--- src/rtl/pong_game_engine.sv ---
// Pong game-state engine: paddle, ball, score and serve/game-over sequencing.
// All state advances on the single-cycle frame_tick pulse; outputs are registers.
module pong_game_engine #(
  parameter int BALL_SPEED   = 4,
  parameter int PADDLE_SPEED = 4,
  parameter int SERVE_FRAMES = 60,
  parameter int WIN_SCORE    = 5
) (
  input  logic       vgaclk,
  input  logic       reset,
  input  logic       frame_tick,
  input  logic       start,
  input  logic       p1_up,
  input  logic       p1_down,
  input  logic       p2_up,
  input  logic       p2_down,
  output logic [9:0] paddle1_y,
  output logic [9:0] paddle2_y,
  output logic [9:0] ball_x,
  output logic [9:0] ball_y,
  output logic [3:0] score1,
  output logic [3:0] score2,
  output logic       game_over,
  output logic [1:0] state
);

  typedef enum logic [1:0] {
    IDLE      = 2'd0,
    SERVE     = 2'd1,
    PLAY      = 2'd2,
    GAME_OVER = 2'd3
  } state_t;

  // Screen geometry, as 11-bit signed so ball arithmetic never wraps.
  localparam logic signed [10:0] ZERO       = 11'sd0;
  localparam logic signed [10:0] HALF_BALL  = 11'sd4;
  localparam logic signed [10:0] HALF_PAD   = 11'sd30;
  localparam logic signed [10:0] LEFT_FACE  = 11'sd40;
  localparam logic signed [10:0] RIGHT_FACE = 11'sd600;
  localparam logic signed [10:0] SCREEN_W   = 11'sd640;
  localparam logic signed [10:0] TOP_LIM    = 11'sd4;
  localparam logic signed [10:0] BOT_LIM    = 11'sd476;
  localparam logic signed [10:0] BALL_STEP  = 11'(BALL_SPEED);

  localparam logic [9:0]  CENTRE_X  = 10'd320;
  localparam logic [9:0]  CENTRE_Y  = 10'd240;
  localparam logic [9:0]  PAD_MIN   = 10'd30;
  localparam logic [9:0]  PAD_MAX   = 10'd450;
  localparam logic [9:0]  PAD_STEP  = 10'(PADDLE_SPEED);
  localparam logic [15:0] SERVE_LD  = 16'(SERVE_FRAMES);
  localparam logic [3:0]  WIN_VAL   = 4'(WIN_SCORE);

  state_t      st;
  logic        dir_x;      // 1 = moving right
  logic        dir_y;      // 1 = moving down
  logic [15:0] serve_cnt;

  logic signed [10:0] bx, by, p1, p2, nx, ny;
  logic               hit_left, hit_right, miss_left, miss_right;
  logic [3:0]         score1_inc, score2_inc;

  assign state = st;

  // Paddle step with clamping; both or neither button pressed holds position.
  function automatic logic [9:0] paddle_next(input logic [9:0] y,
                                             input logic up,
                                             input logic down);
    logic [9:0] r;
    r = y;
    if (up && !down) begin
      r = (y < PAD_MIN + PAD_STEP) ? PAD_MIN : y - PAD_STEP;
    end else if (down && !up) begin
      r = (y > PAD_MAX - PAD_STEP) ? PAD_MAX : y + PAD_STEP;
    end
    return r;
  endfunction

  // Candidate ball position and collision/miss decisions for this frame.
  always_comb begin
    bx = signed'({1'b0, ball_x});
    by = signed'({1'b0, ball_y});
    p1 = signed'({1'b0, paddle1_y});
    p2 = signed'({1'b0, paddle2_y});
    nx = dir_x ? bx + BALL_STEP : bx - BALL_STEP;
    ny = dir_y ? by + BALL_STEP : by - BALL_STEP;
    // Paddle hits test the crossing of the paddle face and overlap against
    // the current (pre-move) ball and paddle positions.
    hit_left  = !dir_x && (bx - HALF_BALL >= LEFT_FACE) && (nx - HALF_BALL <= LEFT_FACE)
                && (by + HALF_BALL > p1 - HALF_PAD) && (by - HALF_BALL < p1 + HALF_PAD);
    hit_right = dir_x && (bx + HALF_BALL <= RIGHT_FACE) && (nx + HALF_BALL >= RIGHT_FACE)
                && (by + HALF_BALL > p2 - HALF_PAD) && (by - HALF_BALL < p2 + HALF_PAD);
    miss_left  = !hit_left && !hit_right && (nx - HALF_BALL <= ZERO);
    miss_right = !hit_left && !hit_right && !miss_left && (nx + HALF_BALL >= SCREEN_W);
    score1_inc = score1 + 4'd1;
    score2_inc = score2 + 4'd1;
  end

  // Game FSM plus all game-state registers.
  always_ff @(posedge vgaclk) begin
    if (reset) begin
      st        <= IDLE;
      paddle1_y <= CENTRE_Y;
      paddle2_y <= CENTRE_Y;
      ball_x    <= CENTRE_X;
      ball_y    <= CENTRE_Y;
      score1    <= 4'd0;
      score2    <= 4'd0;
      game_over <= 1'b0;
      dir_x     <= 1'b1;
      dir_y     <= 1'b1;
      serve_cnt <= 16'd0;
    end else begin
      if (frame_tick && st != GAME_OVER) begin
        paddle1_y <= paddle_next(paddle1_y, p1_up, p1_down);
        paddle2_y <= paddle_next(paddle2_y, p2_up, p2_down);
      end

      case (st)
        IDLE: begin
          ball_x <= CENTRE_X;
          ball_y <= CENTRE_Y;
          if (start) begin
            st        <= SERVE;
            serve_cnt <= SERVE_LD;
          end
        end

        SERVE: begin
          ball_x <= CENTRE_X;
          ball_y <= CENTRE_Y;
          if (frame_tick) begin
            if (serve_cnt <= 16'd1) begin
              serve_cnt <= 16'd0;
              st        <= PLAY;
            end else begin
              serve_cnt <= serve_cnt - 16'd1;
            end
          end
        end

        PLAY: begin
          if (frame_tick) begin
            if (miss_left || miss_right) begin
              // Recentre immediately; dir_y carries over into the next serve.
              ball_x <= CENTRE_X;
              ball_y <= CENTRE_Y;
              if (miss_left) begin
                score2 <= score2_inc;
                dir_x  <= 1'b0;
              end else begin
                score1 <= score1_inc;
                dir_x  <= 1'b1;
              end
              if ((miss_left && score2_inc == WIN_VAL) ||
                  (miss_right && score1_inc == WIN_VAL)) begin
                st        <= GAME_OVER;
                game_over <= 1'b1;
              end else begin
                st        <= SERVE;
                serve_cnt <= SERVE_LD;
              end
            end else begin
              if (ny <= TOP_LIM) begin
                ball_y <= 10'(TOP_LIM);
                dir_y  <= 1'b1;
              end else if (ny >= BOT_LIM) begin
                ball_y <= 10'(BOT_LIM);
                dir_y  <= 1'b0;
              end else begin
                ball_y <= ny[9:0];
              end
              if (hit_left) begin
                ball_x <= 10'd44;
                dir_x  <= 1'b1;
              end else if (hit_right) begin
                ball_x <= 10'd596;
                dir_x  <= 1'b0;
              end else begin
                ball_x <= nx[9:0];
              end
            end
          end
        end

        GAME_OVER: begin
          if (start) begin
            score1    <= 4'd0;
            score2    <= 4'd0;
            ball_x    <= CENTRE_X;
            ball_y    <= CENTRE_Y;
            dir_x     <= 1'b1;
            game_over <= 1'b0;
            serve_cnt <= SERVE_LD;
            st        <= SERVE;
          end
        end

        default: st <= IDLE;
      endcase
    end
  end

endmodule
--- config.mk ---
export PLATFORM = sky130hd
export DESIGN_NAME = pong_game_engine
export DESIGN_NICKNAME = d
export VERILOG_FILES = /design/src/rtl/pong_game_engine.sv
export SDC_FILE = /design/constraint.sdc
export NUM_CORES = 1
export LEC_CHECK = 0
export BUFFER_PORTS_ARGS = -buffer_cell sky130_fd_sc_hd__buf_2
export CELL_PAD_IN_SITES_DETAIL_PLACEMENT = 1
export CELL_PAD_IN_SITES_GLOBAL_PLACEMENT = 1
export CORE_MARGIN = 1
export CORE_UTILIZATION = 40
export CTS_BUF_LIST = sky130_fd_sc_hd__clkbuf_2
export DETAILED_ROUTE_END_ITERATION = 10
export PLACE_DENSITY = 0.84
export SKIP_CTS_REPAIR_TIMING = 1
export SLEW_MARGIN = 25
export SYNTH_ARGS = -nofsm -noshare
export SYNTH_HDL_FRONTEND = slang
export SYNTH_SLANG_ARGS = --single-unit
--- constraint.sdc ---
create_clock -name vgaclk -period 5.7 [get_ports vgaclk]
set_input_delay 0 -clock vgaclk [delete_from_list [all_inputs] [get_ports vgaclk]]
set_output_delay 0 -clock vgaclk [all_outputs]
set_load 0.01 [all_outputs]
==> results of run 1 <==
-- power by group through the flow --
stage	clock, W	combinational [W]	sequential [W]
2_1_floorplan	0	0.000947	0.000559
3_3_place_gp	0	0.00118	0.000599
3_5_place_dp	0	0.00122	0.000603
4_1_cts	0.000303	0.00123	0.000593
5_1_grt	0.000320	0.00137	0.000608
6_report	0.000305	0.00123	0.000595
-- stage by stage --
stage | setup slack (ps) | power (W) | util, %
after global placement | 880.8 | 0.001782 | 42.86
after floorplan | 1523 | 0.001506 | -
after CTS | 704.9 | 0.002127 | 43.53
after global routing | 463.3 | 0.002299 | 43.83
final | 683.0 | 0.002132 | 43.83
after detailed placement | 750.1 | 0.001824 | 42.86
-- sequential cells by signal (all words and copies together), names as in the netlist --
signal and flops:
state 2, dir_y 1, dir_x 1, game_over 1, paddle1_y 9, score2 4, score1 4, paddle2_y 9
ball_y 8, serve_cnt 16, ball_x 8
-- layout make-up --
cell class / count / area, µm² / share of cell area [%]
tap: 220 / 275.3 / 3.787
inverter: 49 / 183.9 / 2.531
sequential: 63 / 1261 / 17.35
antenna: 1 / 2.502 / 0.03443
multi-input combinational: 743 / 5081 / 69.91
timing repair buffer: 63 / 352.8 / 4.855
clock buffer: 10 / 50.05 / 0.6886
clock inverter: 6 / 61.31 / 0.8435
-- worst max path at each step --
stage | from | to | depth (start not counted)
2_1_floorplan | paddle2_y[3] | serve_cnt[3] | 21
3_3_place_gp | paddle1_y[5] | serve_cnt[12] | 12
3_5_place_dp | paddle1_y[5] | serve_cnt[3] | 12
4_1_cts | paddle1_y[5] | serve_cnt[3] | 12
5_1_grt | paddle1_y[5] | serve_cnt[3] | 12
6_report | paddle1_y[5] | serve_cnt[3] | 12
-- worst reg2reg max path, cell delays in order (launching register included) --
cell and delay [ps]:
sky130_fd_sc_hd__dfxtp_1 550, sky130_fd_sc_hd__or3_1 490, sky130_fd_sc_hd__or2_2 310, sky130_fd_sc_hd__or3_1 370, sky130_fd_sc_hd__ha_1 310, sky130_fd_sc_hd__and4_1 190
sky130_fd_sc_hd__a211o_1 250, sky130_fd_sc_hd__a2111oi_0 500, sky130_fd_sc_hd__nand4bb_1 570, sky130_fd_sc_hd__nand2_2 350, sky130_fd_sc_hd__or3_1 550, sky130_fd_sc_hd__nand3_1 180
sky130_fd_sc_hd__a32o_1 310
-- synthesized netlist by cell type, types with 8 or more instances --
master                     count
sky130_fd_sc_hd__o31ai_1       8
sky130_fd_sc_hd__nor3_1       35
sky130_fd_sc_hd__and3_1       13
sky130_fd_sc_hd__o211ai_1     18
sky130_fd_sc_hd__o21ai_0      38
sky130_fd_sc_hd__xor2_1       27
sky130_fd_sc_hd__a311oi_1     10
sky130_fd_sc_hd__nand2_1      80
sky130_fd_sc_hd__ha_1         68
sky130_fd_sc_hd__dfxtp_1      63
sky130_fd_sc_hd__or3_1        17
sky130_fd_sc_hd__a21oi_1      67
sky130_fd_sc_hd__nand4_1      17
sky130_fd_sc_hd__nand2b_1     15
sky130_fd_sc_hd__clkbuf_1     46
sky130_fd_sc_hd__nor2b_1      11
sky130_fd_sc_hd__nor2_1       79
sky130_fd_sc_hd__nand3_1      42
sky130_fd_sc_hd__a31oi_1      14
sky130_fd_sc_hd__inv_1        48
sky130_fd_sc_hd__xnor2_1      22
-- cell families (layout without fill, tap and decap cells) --
kind of cell / Yosys count / after routing
AOI/OAI and AO/OA: 255 / 255
xor gates and xnor gates: 51 / 51
adders and majority gates: 68 / 68
buffers and inverters: 112 / 128
DFF: 63 / 63
muxes: 7 / 7
other: 1 / 7
and+or+nand+nor: 356 / 356
-- routing by layer --
metal  vias to the layer above  wire length, µm  track usage (%)
met5                         -                0                0
met2                       108             9952            40.33
met1                      3388            10100            31.68
met4                         0              399            8.748
li1                       3392                -                -
met3                        25              672            3.153
==> implementation parameters, run 1 <==
Parameter                              Value

Run status
  Result of the run ... complete, but fails checks
  Violated checks ... hold timing

Timing
  F_max ... ~0.2 GHz
  Number of setup violations in the final report ... 0
  Slew margin rel. ... around two fifths
  Final max-slew violation count ... 0
  Slew @ Worst Pin ... roughly 910 ps
  Share of the cycle needed by the critical path after routing ... between 80% and 90%
  Minimum clock period ... between 5000 and 6000 ps
  Min Hold Slack ... -14.90 ps
  Setup Skew ... 48.44 ps
  Hold Vio Cnt, Final ... 1
  Accumulated negative setup slack ... 0 ps
  Setup repair after global routing missed its margin ... no

Place
  Instance area after placement ... between 7000 and 8000 µm²
  Half-perimeter wire length after placement ... between 15000 and 20000 µm
  Count of buffers inserted at the top-level ports ... 52
  Routability Congestion ... roughly 0.84
  Total placed cells including tap cells ... 1134

Yosys
  FFs w/ async S/R, synth ... 0%
  Post-synth top flop ... sky130_fd_sc_hd__dfxtp_1
  Library cells used by synthesis ... 93
  Number of synthesized register bits ... 63
  Combinational family with the most area after synthesis ... compound AO/OA/AOI/OAI gates
  Synth Instances ... 913
  Top area cells in the synthesized netlist ... sky130_fd_sc_hd__dfxtp_1, sky130_fd_sc_hd__ha_1, sky130_fd_sc_hd__a21oi_1
  Synth Area in Simple Gates ... 27.00%
  Count of warnings emitted by yosys ... 0
  Mean instance size in the synthesized netlist ... 7.426 µm²
  Sequential fraction of the synthesis area ... 18.60%
  Netlist Area Pre-Place ... just under 7000 µm²
  Xor and xnor area share after synthesis ... slightly below 7%
  Count of flip-flops with a built-in enable after synthesis ... 0
  Post-synthesis share of cell area spent on full adders, half adders and majority gates ... between 10 and 15%
  Complex-gate fraction of the synthesized area ... ~27%
  Yosys top cell by area ... sky130_fd_sc_hd__dfxtp_1
  Multiplexer area fraction after synthesis ... about 1.1%
  Area share of the leading cell type in the synthesized netlist ... between 10% and 20%

Global routing
  Total gr overflow ... 0
  Global-route usage over all layers ... about a quarter
  First-pass GRT wire length ... 34640 µm
  Largest net degree at the start of global routing ... slightly above 50
  Via count of the first global-routing pass ... around 7000
  Number of antenna violations at the first check in global routing ... 2

Power and ir drop
  Comb power frac ... about 58%
  Switching share of total power ... approximately half
  Part of the total power dissipated in sequential elements ... between 20% and 30%
  Internal power ... between 0.001 and 0.0015 W
  Total net switching power ... roughly 0.0011 W
  Clock share of power ... 14.3%
  PD cells ... 293.3 nW/µm²
  Worst VDD drop ... ~0.00024 V
  Leakage dissipation ... between 2 and 3 nW

Cells and area
  Number of filler instances in the final layout ... between 2000 and 2500
  Nets ... 1005
  Most common cell after layout, fill and taps aside ... sky130_fd_sc_hd__nand2_1
  Finished Cell Area ... 7268 µm²
  Final standard cell count with taps included and fillers excluded ... ~1200
  Area overhead of the layout relative to synthesis ... 7.197%
  Most frequent cells in the layout ... sky130_fd_sc_hd__nand2_1, sky130_fd_sc_hd__nor2_1, sky130_fd_sc_hd__ha_1
  Fraction of final layout cells with drive strength greater than 1 ... 11.56%

Drt
  Count of TritonRoute iterations in the first routing pass ... 5
  Post-route antenna net violation count ... 0
  DRC violations left ... 0
  Post-Route WL ... 21120 µm
  Detail-routed via count per cell ... about 6.0
  Via count ... 6913
  Detailed router's first-iteration violation count ... 347
  Average wire per cell in the routed design ... 18.29 µm

Setup path
  Kind of cell adding the most delay to the critical path ... simple AND/OR/NAND/NOR gates
  CP Capture Type ... flip-flop
  Delay of the slowest cell on the worst path ... 570 ps
  Worst reg2reg path startpoint ... paddle1_y[5]
  Register-to-register setup slack ... 680 ps
  Critical path type ... reg -> reg
  Count of buffer and inverter cells on the critical path ... 0
  Worst Setup Start Kind ... flip-flop
  Most frequent cell on the critical path ... sky130_fd_sc_hd__or3_1
  Worst path cell trace ... or3_1, or2_2, or3_1, ha_1, and4_1, a211o_1, a2111oi_0, nand4bb_1, nand2_2, or3_1, nand3_1, a32o_1
  Critical path peak fanout ... 17
  Arrival time of data at the critical path endpoint ... 5540 ps
  Depth of the most critical reg-to-reg path ... 12
  Capture instance of the worst register-to-register path ... serve_cnt[3]
  Max stage delay cell, worst path ... sky130_fd_sc_hd__nand4bb_1
  CP Data Required Time ... roughly 6200 ps

Clock network
  Clock Path Buffers ... 2
  H-tree Lvls ... 3
  Total clock buffers created by CTS ... 9
  Clock-pin slew on the worst setup and hold paths ... between 200 and 300 ps
  Clk_lat worst skew ... slightly above 600 ps
  CTS tree ... done
  Clock Tree Root ... sky130_fd_sc_hd__clkbuf_2
  # clock sinks ... 63

Die
  Overall die area ... between 15000 and 20000 µm²
  Horizontal die dimension ... around 130 µm
  Total number of placement rows ... 47
  Starting utilization of the core area ... 40.89%
  Die height ... between 100 and 150 µm
  Number of ports placed on the die boundary ... a little under 60
  Placeable core region ... 16580 µm²

Worst hold path
  End point of the most critical hold path ... paddle2_y[6]
  Hold crit path type ... in -> reg
  Hold Crit Depth ... 5
  Startpoint of the lowest-slack hold path ... p2_up

Job
  Count of max-cap constraint violations ... 0
(Power assumes the default switching activity.)
==> run 2: changes to the inputs <==
--- a/config.mk
+++ b/config.mk
@@ -12,7 +12,7 @@
 export CORE_UTILIZATION = 40
 export CTS_BUF_LIST = sky130_fd_sc_hd__clkbuf_2
 export DETAILED_ROUTE_END_ITERATION = 10
-export PLACE_DENSITY = 0.84
+export PLACE_DENSITY = 0.8
 export SKIP_CTS_REPAIR_TIMING = 1
 export SLEW_MARGIN = 25
 export SYNTH_ARGS = -nofsm -noshare
==> run 2 against run 1 <==
The run now ends clean. First-iteration DRC count down 4.6%. Sequential power about the same. Design area about the same. Final cell count down 0.26%. Critical endpoint is now serve_cnt[12]. Global-route usage up 0.23 points.
==> implementation parameters, run 2 (synthesis results as in run 1) <==
Parameter                              Value

Clock network
  Clock-pin slew on the worst setup and hold paths ... 190 ps (-60 ps)
  Clock Tree Root ... sky130_fd_sc_hd__clkbuf_2
  Clock Path Buffers ... 2 (unchanged)
  Total clock buffers created by CTS ... 9 (unchanged)
  H-tree Lvls ... 3 (unchanged)
  Clk_lat worst skew ... 560 ps (-60 ps)
  # clock sinks ... 63 (unchanged)
  CTS tree ... done

Drt
  Detail-routed via count per cell ... 6.036 (+0.86%)
  Detailed-routed wire length on met3 ... 695 µm (+3.4%)
  DRC violations left ... 0 (unchanged)
  Wire length the detailed router placed on met1 ... 10250 µm (+1.5%)
  Wire length on met2 ... 9687 µm (-2.7%)
  Max layer used ... met4
  Post-route antenna net violation count ... 0 (unchanged)
  Detailed router's first-iteration violation count ... 331 (-4.6%)
  Post-Route WL ... 21130 µm (about the same)
  Count of TritonRoute iterations in the first routing pass ... 5 (unchanged)
  Via count ... 6954 (+0.59%)
  Average wire per cell in the routed design ... 18.34 µm (+0.30%)

Timing
  F_max ... 0.2121 GHz (+6.4%)
  Accumulated negative setup slack ... 0 ps (unchanged)
  Number of setup violations in the final report ... 0 (unchanged)
  Setup repair after global routing missed its margin ... no
  Slew @ Worst Pin ... 977.6 ps (+64.22 ps)
  Hold Vio Cnt, Final ... 0 (-1)
  Share of the cycle needed by the critical path after routing ... 82.71% (-5.3 points)
  Final max-slew violation count ... 0 (unchanged)
  Slew margin rel. ... 34.76% (-4.3 points)
  Setup Skew ... 18.83 ps (-29.62 ps)
  Minimum clock period ... 4715 ps (-302.4 ps)
  Minimum setup slack in the final design ... 985.4 ps (+302.4 ps)

Global routing
  Via count of the first global-routing pass ... 6832 (+0.12%)
  First-pass GRT wire length ... 34780 µm (+0.40%)
  Largest net degree at the start of global routing ... 51 (unchanged)
  Total gr overflow ... 0 (unchanged)
  Global-route usage over all layers ... 24.35% (+0.23 points)
  Number of antenna violations at the first check in global routing ... 2 (unchanged)

Cells and area
  Flip-flop count of the largest register, all copies and words added ... 16 (unchanged)
  Most frequent cells in the layout ... sky130_fd_sc_hd__nand2_1, sky130_fd_sc_hd__nor2_1, sky130_fd_sc_hd__ha_1
  Register with the most flip-flops ... serve_cnt
  Util after Layout ... 43.82% (about the same)
  Most common cell after layout, fill and taps aside ... sky130_fd_sc_hd__nand2_1
  Number of filler instances in the final layout ... 2131 (-1.2%)
  FF+latch area ... 1261 µm² (unchanged)
  Area overhead of the layout relative to synthesis ... 7.178% (about the same)
  Fraction of final layout cells with drive strength greater than 1 ... 11.71% (+0.14 points)
  Total area of multi-input combinational cells ... 5089 µm² (+0.15%)
  Largest registers ... serve_cnt: 16 flops, paddle1_y: 9 flops, paddle2_y: 9 flops
  Nets ... 1002 (-0.30%)

Setup path
  CP Data Required Time ... 6130 ps (-100 ps)
  Register-to-register setup slack ... 990 ps (+300 ps)
  Capture instance of the worst register-to-register path ... serve_cnt[12]
  Worst reg2reg path startpoint ... paddle1_y[5]
  CP Capture Type ... flip-flop
  Depth of the most critical reg-to-reg path ... 13 (+1)
  Number of cells on the critical path ... 13 (+1)
  Most frequent cell on the critical path ... sky130_fd_sc_hd__or3_1
  Kind of cell adding the most delay to the critical path ... simple AND/OR/NAND/NOR gates
  Count of buffer and inverter cells on the critical path ... 1 (+1)
  Critical path type ... reg -> reg
  Worst path cell trace ... buf_4, or3_1, or2_2, or3_1, ha_1, and4_1, a211o_1, a2111oi_0, nand4bb_1, nand2_2, nor3_4, nor2_1, a311oi_1
  Max stage delay cell, worst path ... sky130_fd_sc_hd__nor2_1
  Delay of the slowest cell on the worst path ... 680 ps (+110 ps)
  Worst Setup Start Kind ... flip-flop
  Critical path peak fanout ... 17 (unchanged)
  Arrival time of data at the critical path endpoint ... 5150 ps (-390 ps)

Power and ir drop
  PD cells ... 296.7 nW/µm² (+1.2%)
  Leakage dissipation ... 2.929 nW (+0.27%)
  Worst VDD drop ... 0.0001362 V (-43%)

Worst hold path
  End point of the most critical hold path ... paddle2_y[6]
  Hold crit path type ... in -> reg
  Hold Crit Depth ... 5 (unchanged)
  Startpoint of the lowest-slack hold path ... p2_up

Job
  Count of max-cap constraint violations ... 0 (unchanged)

Place
  Count of buffers inserted at the top-level ports ... 52 (unchanged)
  Routability Congestion ... 0.8208 (-2.5%)
  Half-perimeter wire length after placement ... 15770 µm (+0.57%)
  Placement-stage worst setup slack ... 1034 ps (+283.8 ps)

Die
  Placeable core region ... 16580 µm² (unchanged)
  Overall die area ... 17480 µm² (unchanged)
  Starting utilization of the core area ... 40.89% (unchanged)
  Number of ports placed on the die boundary ... 59 (unchanged)
  Total number of placement rows ... 47 (unchanged)
  Die height ... 132.2 µm (unchanged)
  Horizontal die dimension ... 132.2 µm (unchanged)

Run status
  Result of the run ... complete, no violations
[run 2: changes by cell type in the layout (fill, tap and decap cells not counted), sizes merged]
cell / previous run / this run
buf: 59 / 58
bufinv: 1 / 2
clkinvlp: 2 / 0
clkinv: 4 / 3
dlygate4sd3: 4 / 2
clkbuf: 10 / 12
[run 2: cell type report]
class	count	area share (%)
clock buffers	12	0.8264
clock inverters	4	0.9642
flip-flops and latches	63	17.36
well taps	220	3.788
repair buffers	60	4.477
inverters	49	2.531
diodes	1	0.03444
multi-input cells	743	70.02
[run 2: power by group]
| group | switching [W] | internal [W] |
|---|---|---|
| logic | 0.000768 | 0.000463 |
| registers | 0.0000991 | 0.000493 |
| clock network | 0.000183 | 0.000149 |
[run 2: routing by layer]
metal / vias up / global-route usage, %
met4: 0 / 8.940
met3: 32 / 2.807
met1: 3415 / 32.47
li1: 3386 / -
met5: - / 0
met2: 121 / 40.33
[run 2: stage by stage]
| step | hold slack (ps) | instance area [µm²] | instances | total power (W) |
|---|---|---|---|---|
| 2_1_floorplan | 152.8 | 6799 | 918 | 0.001506 |
| 3_3_place_gp | 381.6 | 7101 | 1133 | 0.001783 |
| 3_5_place_dp | 393.5 | 7101 | 1133 | 0.001819 |
| 4_1_cts | -219.9 | 7231 | 1149 | 0.002158 |
| 5_1_grt | 41.47 | 7267 | 1152 | 0.002326 |
| 6_report | 17.01 | 7267 | 1152 | 0.002156 |
[run 2: worst max path at each step]
stage / start / to
floorplan: paddle2_y[3] / serve_cnt[3]
global placement: paddle1_y[5] / serve_cnt[6]
detailed placement: paddle1_y[5] / serve_cnt[2]
CTS: paddle1_y[5] / serve_cnt[4]
global route: paddle1_y[3] / serve_cnt[6]
finish: paddle1_y[5] / serve_cnt[12]
[run 2: tightest hold or removal path: stages]
cell and delay (ps):
sky130_fd_sc_hd__buf_2 80, sky130_fd_sc_hd__ha_1 170, sky130_fd_sc_hd__nor2_1 110, sky130_fd_sc_hd__o311ai_0 110, sky130_fd_sc_hd__o211ai_1 80
==> run 3: changes to the inputs <==
--- a/config.mk
+++ b/config.mk
@@ -5,6 +5,7 @@
 export SDC_FILE = /design/constraint.sdc
 export NUM_CORES = 1
 export LEC_CHECK = 0
+export ABC_AREA = 1
 export BUFFER_PORTS_ARGS = -buffer_cell sky130_fd_sc_hd__buf_2
 export CELL_PAD_IN_SITES_DETAIL_PLACEMENT = 1
 export CELL_PAD_IN_SITES_GLOBAL_PLACEMENT = 1
@@ -12,7 +13,7 @@
 export CORE_UTILIZATION = 40
 export CTS_BUF_LIST = sky130_fd_sc_hd__clkbuf_2
 export DETAILED_ROUTE_END_ITERATION = 10
-export PLACE_DENSITY = 0.8
+export PLACE_DENSITY = 0.82
 export SKIP_CTS_REPAIR_TIMING = 1
 export SLEW_MARGIN = 25
 export SYNTH_ARGS = -nofsm -noshare
==> constraint.sdc (replaced) <==
create_clock -name vgaclk -period 4.6 [get_ports vgaclk]
set_input_delay 0 -clock vgaclk [delete_from_list [all_inputs] [get_ports vgaclk]]
set_output_delay 0 -clock vgaclk [all_outputs]
set_load 0.01 [all_outputs]
==> run 3 against run 2 <==
Hold slack got worse by 14 ps. Die area up 2.0%. Synthesized cell count rose by 19%. Critical path type unchanged.
==> implementation parameters, run 3 <==
Parameter                              Value

Timing
  Slew margin rel. ... 53.79% (+19 points)
  Share of the cycle needed by the critical path after routing ... 85.22% (+2.5 points)
  Minimum clock period ... 3920 ps (-794.4 ps)
  Number of setup violations in the final report ... 0 (unchanged)
  F_max ... 0.2551 GHz (+20%)
  Accumulated negative setup slack ... 0 ps (unchanged)
  Setup Skew ... 63.42 ps (+44.59 ps)
  Min Hold Slack ... 3.456 ps (-13.56 ps)
  Hold Vio Cnt, Final ... 0 (unchanged)
  Setup repair after global routing missed its margin ... no
  Slew @ Worst Pin ... 685.9 ps (-291.7 ps)
  Final max-slew violation count ... 0 (unchanged)

Clock network
  # clock sinks ... 63 (unchanged)
  Clock Tree Root ... sky130_fd_sc_hd__clkbuf_2
  H-tree Lvls ... 3 (unchanged)
  Clock-pin slew on the worst setup and hold paths ... 220 ps (+30 ps)
  Clock Path Buffers ... 2 (unchanged)
  CTS tree ... done
  Clk_lat worst skew ... 590 ps (+30 ps)
  Total clock buffers created by CTS ... 9 (unchanged)

Cells and area
  Most frequent cells in the layout ... sky130_fd_sc_hd__nand2_1, sky130_fd_sc_hd__inv_1, sky130_fd_sc_hd__nor2_1
  Finished Cell Area ... 7453 µm² (+2.6%)
  Register with the most flip-flops ... serve_cnt
  Nets ... 1204 (+20%)
  Fraction of final layout cells with drive strength greater than 1 ... 12.09% (+0.38 points)
  Area overhead of the layout relative to synthesis ... 7.722%
  Flip-flop count of the largest register, all copies and words added ... 16 (unchanged)
  Largest registers ... serve_cnt: 16 flops, paddle1_y: 9 flops, paddle2_y: 9 flops
  Most common cell after layout, fill and taps aside ... sky130_fd_sc_hd__nand2_1

Setup path
  Register-to-register setup slack ... 680 ps (-310 ps)
  Last element of the critical path ... serve_cnt[12]
  CP Data Required Time ... 5050 ps (-1080 ps)
  Depth of the most critical reg-to-reg path ... 18 (+5)
  Critical path peak fanout ... 26 (+9)
  Critical path type ... reg -> reg
  Count of buffer and inverter cells on the critical path ... 1 (unchanged)
  Startpoint of the most critical setup path ... ball_y[2]
  Worst path cell trace ... inv_1, ha_1, nand2_1, nor2_1, xor2_1, ha_1, a21oi_1, o21ai_0, a21oi_1, o41ai_1, a21oi_1, nand2_4, nand4_1, nand2_4, nor2_8, nand2_1, nand2_1, nor2_1
  Kind of cell adding the most delay to the critical path ... simple AND/OR/NAND/NOR gates
  CP Capture Type ... flip-flop
  Capture instance of the worst register-to-register path ... serve_cnt[12]
  Arrival time of data at the critical path endpoint ... 4370 ps (-780 ps)
  Worst Setup Start Kind ... flip-flop
  Worst reg2reg path startpoint ... ball_y[2]
  Max stage delay cell, worst path ... sky130_fd_sc_hd__dfxtp_1
  Delay of the slowest cell on the worst path ... 390 ps (-290 ps)
  Number of cells on the critical path ... 18 (+5)

Yosys
  FFs w/ async S/R, synth ... 0% (unchanged)
  Count of flip-flops with a built-in enable after synthesis ... 0 (unchanged)
  Sequential fraction of the synthesis area ... 18.23% (-0.37 points)
  Count of warnings emitted by yosys ... 0 (unchanged)
  Library cells used by synthesis ... 50 (-46%)
  Most instantiated library cell after synthesis ... sky130_fd_sc_hd__nand2_1
  Synth Instances ... 1090 (+19%)
  Area share of the leading cell type in the synthesized netlist ... 18.23% (-0.37 points)
  Number of synthesized register bits ... 63 (unchanged)
  Mean instance size in the synthesized netlist ... 6.348 µm² (-15%)
  Netlist Area Pre-Place ... 6919 µm² (+2.0%)
  Top area cells in the synthesized netlist ... sky130_fd_sc_hd__dfxtp_1, sky130_fd_sc_hd__nand2_1, sky130_fd_sc_hd__ha_1
  Post-synth top flop ... sky130_fd_sc_hd__dfxtp_1
  Yosys top cell by area ... sky130_fd_sc_hd__dfxtp_1
  Synth top cells by count ... sky130_fd_sc_hd__nand2_1, sky130_fd_sc_hd__inv_1, sky130_fd_sc_hd__nor2_1

Place
  Routability Congestion ... 0.8963 (+9.2%)
  Instance area after placement ... 7292 µm² (+2.7%)
  Half-perimeter wire length after placement ... 16850 µm (+6.8%)
  Count of buffers inserted at the top-level ports ... 52 (unchanged)

Die
  Horizontal die dimension ... 133.5 µm (+1.0%)
  Overall die area ... 17830 µm² (+2.0%)
  Placeable core region ... 16760 µm² (+1.1%)
  Total number of placement rows ... 47 (unchanged)
  Number of ports placed on the die boundary ... 59 (unchanged)
  Die height ... 133.5 µm (+1.0%)
  Starting utilization of the core area ... 41.28% (+0.40 points)

Global routing
  First-pass GRT wire length ... 35220 µm (+1.3%)
  Largest net degree at the start of global routing ... 36 (-29%)
  Global-route usage over all layers ... 24.49% (+0.14 points)
  Number of antenna violations at the first check in global routing ... 1 (-1)
  Via count of the first global-routing pass ... 7124 (+4.3%)
  Total gr overflow ... 0 (unchanged)

Drt
  Detailed router's first-iteration violation count ... 265 (-20%)
  Post-route antenna net violation count ... 0 (unchanged)
  Average wire per cell in the routed design ... 15.74 µm (-14%)
  Count of TritonRoute iterations in the first routing pass ... 4 (-1)
  DRC violations left ... 0 (unchanged)
  Post-Route WL ... 21320 µm (+0.88%)
  Via count ... 7186 (+3.3%)
  Detail-routed via count per cell ... 5.307 (-12%)

Power and ir drop
  Worst VDD drop ... 0.0002369 V (+74%)
  Leakage dissipation ... 3.674 nW (+25%)
  PD cells ... 422.4 nW/µm² (+42%)

Worst hold path
  Hold crit path type ... in -> reg

Run status
  Result of the run ... complete, no violations

Job
  Count of max-cap constraint violations ... 0 (unchanged)
## run 3: kinds of logic (layout without fill, tap and decap cells)
| kind of cell | Yosys count | in the layout | share of synthesized area, % |
|---|---|---|---|
| other | 1 | 7 | 0.05420 |
| AOI/OAI and AO/OA | 178 | 178 | 14.97 |
| adders and majority gates | 68 | 68 | 12.30 |
| buffers and inverters | 168 | 206 | 10.11 |
| and+or+nand+nor | 552 | 552 | 36.53 |
| DFF | 63 | 63 | 18.23 |
| xor gates and xnor gates | 60 | 60 | 7.812 |
## run 3: worst min-delay path: stages
cell	delay [ps]
sky130_fd_sc_hd__buf_2	70
sky130_fd_sc_hd__inv_1	30
sky130_fd_sc_hd__ha_1	270
sky130_fd_sc_hd__nand3_1	130
sky130_fd_sc_hd__a21oi_1	60
## run 3: how the worst min path moves through the flow
stage,startpoint,end,cells past startpoint
6_report,p2_down,paddle2_y[9],5
5_1_grt,p1_up,paddle1_y[9],4
4_1_cts,frame_tick,dir_y,3
3_5_place_dp,frame_tick,dir_y,3
3_3_place_gp,frame_tick,dir_y,3
2_1_floorplan,reset,paddle1_y[6],2
## run 3: report_power, final
| group | switching [W] | internal, W | leakage [nW] |
|---|---|---|---|
| Clock | 0.000245 | 0.000121 | 0.0667 |
| Sequential | 0.000207 | 0.000679 | 0.516 |
| Combinational | 0.00122 | 0.000679 | 3.09 |
| Total | 0.00167 | 0.00148 | 3.67 |
## run 3: layer usage
metal	global-route usage (%)	up-vias	wire length [µm]
met4	6.439	0	282
met3	3.082	21	683
met1	32.89	3422	10540
met5	0	-	0
li1	-	3638	-
met2	41.12	105	9809
## run 3: metrics by stage
step           setup WS (ps)  util (%)  std cells  total power (W)
3_5_place_dp           735.1     43.51       1332         0.002791
3_3_place_gp           883.8     43.51       1332         0.002709
2_1_floorplan           1378         -       1095         0.002317
6_report               679.9     44.47       1354         0.003148
5_1_grt                284.1     44.47       1354         0.003469
4_1_cts                692.8     44.16       1348         0.003164
## run 3: cell type report
class / instances / area [µm²]
repair buffers: 62 / 347.8
flip-flops and latches: 63 / 1261
inverters: 128 / 480.5
clock buffers: 9 / 45.04
well taps: 220 / 275.3
multi-input cells: 864 / 4977
diodes: 1 / 2.502
fillers: 2333 / 9306
clock inverters: 7 / 63.81
